`src/rtl/shift_ctrl_pkg.sv`:
```
// Shared types and defaults for the shifter sequencing controller.
// Latency: n/a (types and constants only).
// Backpressure: n/a.
//
// Contents: FSM state enum, shift direction encodings, default widths.
package shift_ctrl_pkg;

    localparam int WIDTH_DEF = 4;   // shifter data width
    localparam int CNT_W_DEF = 3;   // shift-amount width, max amount 2^CNT_W-1

    localparam logic DIR_LEFT  = 1'b0;
    localparam logic DIR_RIGHT = 1'b1;

    typedef enum logic [1:0] {
        IDLE   = 2'd0,
        SHIFT  = 2'd1,
        SETTLE = 2'd2,
        DONE   = 2'd3
    } state_t;

endpackage

```
`src/rtl/rr_arb2.sv`:
```
// Two-requester round-robin arbiter with a last-grant pointer.
// Latency: grant is combinational from req; pointer updates on the accept edge.
// Backpressure: grant is a proposal only; the pointer moves only when accept is high.
//
// Ports:
//   clk, rst_n   clock, async active-low reset (pointer favours req[0] after reset)
//   req[1:0]     request vector
//   accept       the granted request was taken this cycle
//   grant[1:0]   one-hot grant, zero when no request
module rr_arb2 (
    input  logic       clk,
    input  logic       rst_n,
    input  logic [1:0] req,
    input  logic       accept,
    output logic [1:0] grant
);

    // 1 = requester 1 was granted last. Resetting to 1 makes requester 0
    // win the first contended cycle.
    logic last_q;

    always_comb begin
        grant = req;
        if (req == 2'b11) begin
            grant = last_q ? 2'b01 : 2'b10;
        end
    end

    always_ff @(posedge clk or negedge rst_n) begin
        if (!rst_n) begin
            last_q <= 1'b1;
        end else if (accept) begin
            last_q <= grant[1];
        end
    end

endmodule

```
`src/rtl/shift_ctrl.sv`:
```
// Sequences multi-step shift commands from two requesters onto the shifter strobes.
// Latency: accept at T, strobes T+1..T+amt, done pulse at T+amt+2 (amt=0 included).
// Backpressure: reqN_ready only in IDLE for the arbitrated requester; one command in flight.
//
// Ports:
//   clk, rst_n                  clock, async active-low reset
//   reqN_valid/dir/amt/ready    command handshake per requester (dir 0=left, 1=right)
//   shift_left, shift_right     shifter step strobes, one step per high cycle
//   shifter_out                 shifter data word, sampled at completion
//   busy                        command in progress
//   done, done_id, result       completion pulse, requester tag, captured word
module shift_ctrl
    import shift_ctrl_pkg::*;
#(
    parameter int WIDTH = WIDTH_DEF,
    parameter int CNT_W = CNT_W_DEF
) (
    input  logic             clk,
    input  logic             rst_n,
    input  logic             req0_valid,
    input  logic             req0_dir,
    input  logic [CNT_W-1:0] req0_amt,
    output logic             req0_ready,
    input  logic             req1_valid,
    input  logic             req1_dir,
    input  logic [CNT_W-1:0] req1_amt,
    output logic             req1_ready,
    output logic             shift_left,
    output logic             shift_right,
    input  logic [WIDTH-1:0] shifter_out,
    output logic             busy,
    output logic             done,
    output logic             done_id,
    output logic [WIDTH-1:0] result
);

    // Latched command attributes; the amount lives in the step counter.
    typedef struct packed {
        logic id;
        logic dir;
    } cmd_t;

    state_t           state_q, state_nxt;
    cmd_t             cmd_q, cmd_nxt;
    logic [CNT_W-1:0] cnt_q, cnt_nxt;

    logic [1:0]       req_vld;
    logic [1:0]       grant;
    logic [1:0]       rdy;
    logic             accept;
    logic [CNT_W-1:0] amt_sel;
    logic             dir_sel;

    assign req_vld = {req1_valid, req0_valid};

    rr_arb2 u_arb (
        .clk    (clk),
        .rst_n  (rst_n),
        .req    (req_vld),
        .accept (accept),
        .grant  (grant)
    );

    // grant is already zero for an idle requester, so masking with req_vld
    // only guards against any future change of the arbiter.
    assign rdy        = (state_q == IDLE) ? (grant & req_vld) : 2'b00;
    assign req0_ready = rdy[0];
    assign req1_ready = rdy[1];
    assign accept     = |rdy;

    assign amt_sel = rdy[1] ? req1_amt : req0_amt;
    assign dir_sel = rdy[1] ? req1_dir : req0_dir;

    // Next-state / datapath decode.
    always_comb begin
        state_nxt = state_q;
        cmd_nxt   = cmd_q;
        cnt_nxt   = cnt_q;
        case (state_q)
            IDLE: begin
                if (accept) begin
                    cmd_nxt.id  = rdy[1];
                    cmd_nxt.dir = dir_sel;
                    cnt_nxt     = amt_sel;
                    state_nxt   = (amt_sel != '0) ? SHIFT : SETTLE;
                end
            end
            SHIFT: begin
                cnt_nxt = cnt_q - 1'b1;
                // The cycle holding count 1 is the last strobe cycle.
                if (cnt_q == CNT_W'(1)) begin
                    state_nxt = SETTLE;
                end
            end
            SETTLE:  state_nxt = DONE;
            DONE:    state_nxt = IDLE;
            default: state_nxt = IDLE;
        endcase
    end

    always_ff @(posedge clk or negedge rst_n) begin
        if (!rst_n) begin
            state_q <= IDLE;
        end else begin
            state_q <= state_nxt;
        end
    end

    // Command latch, counter and registered outputs. Outputs are decoded from
    // the next state so they line up with the state they describe.
    always_ff @(posedge clk or negedge rst_n) begin
        if (!rst_n) begin
            cmd_q       <= '0;
            cnt_q       <= '0;
            shift_left  <= 1'b0;
            shift_right <= 1'b0;
            busy        <= 1'b0;
            done        <= 1'b0;
            done_id     <= 1'b0;
            result      <= '0;
        end else begin
            cmd_q       <= cmd_nxt;
            cnt_q       <= cnt_nxt;
            shift_left  <= (state_nxt == SHIFT) && (cmd_nxt.dir == DIR_LEFT);
            shift_right <= (state_nxt == SHIFT) && (cmd_nxt.dir == DIR_RIGHT);
            busy        <= (state_nxt != IDLE);
            done        <= (state_nxt == DONE);
            done_id     <= (state_nxt == DONE) ? cmd_q.id : 1'b0;
            // The shifter has absorbed the last strobe by the SETTLE cycle.
            if (state_q == SETTLE) begin
                result <= shifter_out;
            end
        end
    end

endmodule

```
`config.mk`:
```
export PLATFORM = sky130hd
export DESIGN_NAME = shift_ctrl
export DESIGN_NICKNAME = d
export VERILOG_FILES = /design/src/rtl/shift_ctrl_pkg.sv /design/src/rtl/rr_arb2.sv /design/src/rtl/shift_ctrl.sv
export SDC_FILE = /design/constraint.sdc
export NUM_CORES = 1
export LEC_CHECK = 0
export BUFFER_PORTS_ARGS = -buffer_cell sky130_fd_sc_hd__buf_2
export CORE_MARGIN = 5
export CORE_UTILIZATION = 40
export CTS_BUF_LIST = sky130_fd_sc_hd__clkbuf_8
export DETAILED_ROUTE_END_ITERATION = 8
export PLACE_DENSITY = 0.68
export SYNTH_ARGS = -nofsm -noshare
export SYNTH_HDL_FRONTEND = slang
export SYNTH_SLANG_ARGS = --single-unit
```
`constraint.sdc`:
```
create_clock -name clk -period 1.4 [get_ports clk]
set_input_delay 0.14 -clock clk [delete_from_list [all_inputs] [get_ports clk]]
set_output_delay 0.14 -clock clk [all_outputs]
set_load 0.05 [all_outputs]
```
==> metrics.log <==
[metrics] class of the tightest hold or removal check: primary input to register
[metrics] count of flip-flops with a built-in enable after synthesis: 0
[metrics] number of search-and-repair iterations in the first detailed-routing pass: 4
[metrics] max capacitance violation total: 0
[metrics] synthesized area per cell: 10.1 sq um
[metrics] final number of hold-violating endpoints: 0
[metrics] post-synthesis sequential area ratio: 0.514
[metrics] RSZ-0062 raised after global routing: true
[metrics] portion of total power attributed to combinational logic: 0.566
[metrics] ratio of total power to cell area: 2350 nW/um^2
[metrics] number of diodes: 0
[metrics] number of global-route vias before repair: 735
[metrics] Arr. time, crit path: 1.56 ns
[metrics] Seq cells post-synth: 17
[metrics] area of the mapped netlist: 831 sq um
[metrics] area of the die: 3090 sq um
[metrics] net count after synthesis: 100
[metrics] Max H-tree Level: 1
[metrics] leakage power summed over all cells: 0.602 nW
[metrics] antenna violations before repair: 0
[metrics] Clk pwr share: 0.129
[metrics] initial detailed-routing violation count: 16
[metrics] final clock skew: 0.00119 ns
[metrics] number of clock sinks: 17
[metrics] result of the run: finished with violations
[metrics] highest-delay cell along the critical path: dfstp_2
[metrics] prevailing post-synth register cell: dfrtp_1
[metrics] fraction of the cycle the final worst path needs: 1.02
[metrics] yosys synthesis warning count: 0
[metrics] Final Slew Violations: 0
[metrics] Routed WL: 1.88 mm
[metrics] DRC violation count after routing: 0
[metrics] cell taking the most area after synthesis: dfrtp_1
[metrics] Setup Total Neg Slack: -0.121 ns
[metrics] die height: 55.6 microns
[metrics] core box area: 1960 sq um
[metrics] post-detailed-placement half-perimeter wirelength: 1.40 mm
[metrics] violations in the final reports: setup timing
[metrics] global-route wire length before repair: 3.28 mm
[metrics] post-route worst hold slack: 0.0789 ns
[metrics] DR vias: 703
[metrics] most common cell in the synthesized netlist: dfrtp_1
[metrics] f_max: 698 MHz
[metrics] number of distinct standard cells referenced by the synthesized netlist: 30
[metrics] internal cell power: 1.53 mW
[metrics] clock input transition at the sequential cells of the worst setup and hold paths: 0.06 ns
[metrics] sort of element at the start of the critical path: register
[metrics] Crit path largest cell delay: 0.55 ns
[metrics] overall die width: 55.6 microns
[metrics] proportion of register bits with asynchronous set or reset after synthesis: 1.00
[metrics] worst slew margin relative to its limit: 0.749
[metrics] critical path buffer and inverter count: 0
[metrics] fraction of final layout cells with drive strength greater than 1: 0.451
[metrics] std cell rows: 16
[metrics] global-route total usage across every layer: 0.132
[metrics] capturing element type of the critical path: register
[metrics] layout net count: 141
[metrics] area share of the leading cell type in the synthesized netlist: 0.482
[metrics] vias per inst: 4.72
[metrics] clock tree root buffer cell: clkbuf_8
[metrics] Max clock buf depth: 2
[metrics] GR Overflow Total: 0
[metrics] Worst Max-Slew Pin Slew: 0.377 ns
[metrics] leading post-synthesis cells by instance count: 16 x dfrtp_1, 15 x nand2_1, 7 x inv_1, 7 x nor2_1
[metrics] number of buffer cells added on primary ports: 26
[metrics] number of instances in the synthesized netlist: 82
[metrics] WL per Instance: 12.6 microns
[metrics] insertion delay to the later sink of the worst-skew pair: 0.25 ns
[metrics] layout overhead on the synthesized area: 43.2%
[metrics] clock tree from TritonCTS: built
[metrics] final weighted congestion of routability-driven global placement: 0.730
[metrics] Crit Path Category: register to register
[metrics] cell types occupying the most area after synthesis: dfrtp_1 48%, nand2_1 6.8%, mux2i_1 3.6%, dfstp_2 3.2%, inv_1 3.2%
[metrics] number of buffers added by the clock tree synthesis step: 3
[metrics] minimum clock period: 1.43 ns
[metrics] final-layout fill cell count: 195
[metrics] critical path, cell by cell: nand2_4, a2111oi_4, o32a_1, nand2_1
[metrics] net switching power of the design: 1.27 mW
[metrics] final setup violation count: 5
[metrics] I/O Pins: 27
[metrics] largest driver fanout on the critical path: 4
[metrics] sequential share of power: 0.305
[metrics] Crit path max-delay family: compound AO/OA/AOI/OAI gates
[metrics] share of the core filled with cells in the final layout: 0.607
[metrics] critical path required time: 1.53 ns
[metrics] maximum ir drop on the vdd rail: 0.00110 V
[metrics] maximum number of pins on one net before global-route repair: 18
[metrics] starting utilization of the core area: 0.423
[metrics] Final Worst Setup Slack: -0.0319 ns
[metrics] switch share: 0.454
[metrics] overall power after layout: 2.80 mW
[metrics] count of antenna-violating nets left after detailed routing: 0
[timing repair]
| item | in CTS | in global routing |
|---|---|---|
| hold buffers | 1 | 0 |
| pin swaps | 7 | 2 |
| endpoints found under the setup margin | 8 | 13 |
| hold endpoints to repair | 16 | 0 |
| gates resized for setup | 12 | 3 |
| buffers inserted | 6 | 1 |
[routing by layer]
layer,up-vias,GRT usage,part of all wire
met4,0,0.0521,0.013
met2,26,0.201,0.44
li1,357,-,-
met3,3,0.0418,0.074
met5,-,0,0
met1,317,0.174,0.47
[sequential cells by signal, indices dropped and copies added (netlist names)]
name	cells
busy	1
cmd_q	2
cnt_q	3
done	1
done_id	1
result	4
shift_left	1
shift_right	1
state_q	2
u_arb.last_q	1
[power groups by stage]
stage | combinational, mW | clock [mW] | sequential [mW]
after floorplan | 0.679 | 0 | 1.22
after global placement | 1.38 | 0 | 0.842
after detailed placement | 1.40 | 0 | 0.847
after CTS | 1.57 | 0.377 | 0.851
after global routing | 1.72 | 0.388 | 0.882
final | 1.58 | 0.361 | 0.854
[worst paths after layout]
check | startpoint | endpoint | slack (ns) | depth (start not counted)
setup / recovery | u_arb.last_q | state_q[0] | -0.03 | 4
hold / removal | shifter_out[0] | result[0] | 0.08 | 3
setup reg to reg | u_arb.last_q | state_q[0] | -0.03 | 4
hold reg to reg | result[0] | result[0] | 0.47 | 2
max in group asynchronous | rst_n | u_arb.last_q | 0.76 | 2
min in group asynchronous | rst_n | done | 0.33 | 2
[kinds of logic (layout without fill, tap and decap cells)]
| kind of cell | count (synthesis) | after routing | share of synthesized area |
|---|---|---|---|
| DFF | 17 | 17 | 0.514 |
| buffers and inverters | 9 | 49 | 0.0497 |
| muxes | 4 | 4 | 0.0497 |
| and+or+nand+nor | 34 | 34 | 0.194 |
| AOI/OAI and AO/OA | 16 | 16 | 0.163 |
| adders and majority gates | 2 | 2 | 0.0301 |
[worst register-to-register path: cells and delay by family (launching register included)]
kind | cells | cell delay (ns)
simple gates | 2 | 0.13
compound gates | 2 | 0.62
flops | 1 | 0.55
[metrics by stage]
stage	cells	setup slack (ns)	cell area [sq um]
after CTS	148	-0.0445	1170
final	149	-0.0319	1190
after floorplan	82	-0.0274	835
after global placement	137	-0.0328	1010
after detailed placement	137	-0.0690	1010
after global routing	149	-0.0876	1190
[layout by cell type (no fill, tap or decap), types with 3 or more instances in the layout]
master     n
buf_2     24
buf_4      9
clkbuf_8   3
dfrtp_1   15
inv_1      7
nand2_1   14
nor2_1     6
o21ai_1    3
o21bai_1   3
[layout make-up]
class                      count  area (sq um)  share of cell area
inverter                       7          26.3              0.0221
clock buffer                   3          41.3              0.0347
sequential                    17           428               0.360
tap                           27          33.8              0.0284
timing repair buffer          38           255               0.215
multi-input combinational     56           400               0.336
clock inverter                 1          5.00             0.00421
Power figures use the tool's default switching activity.
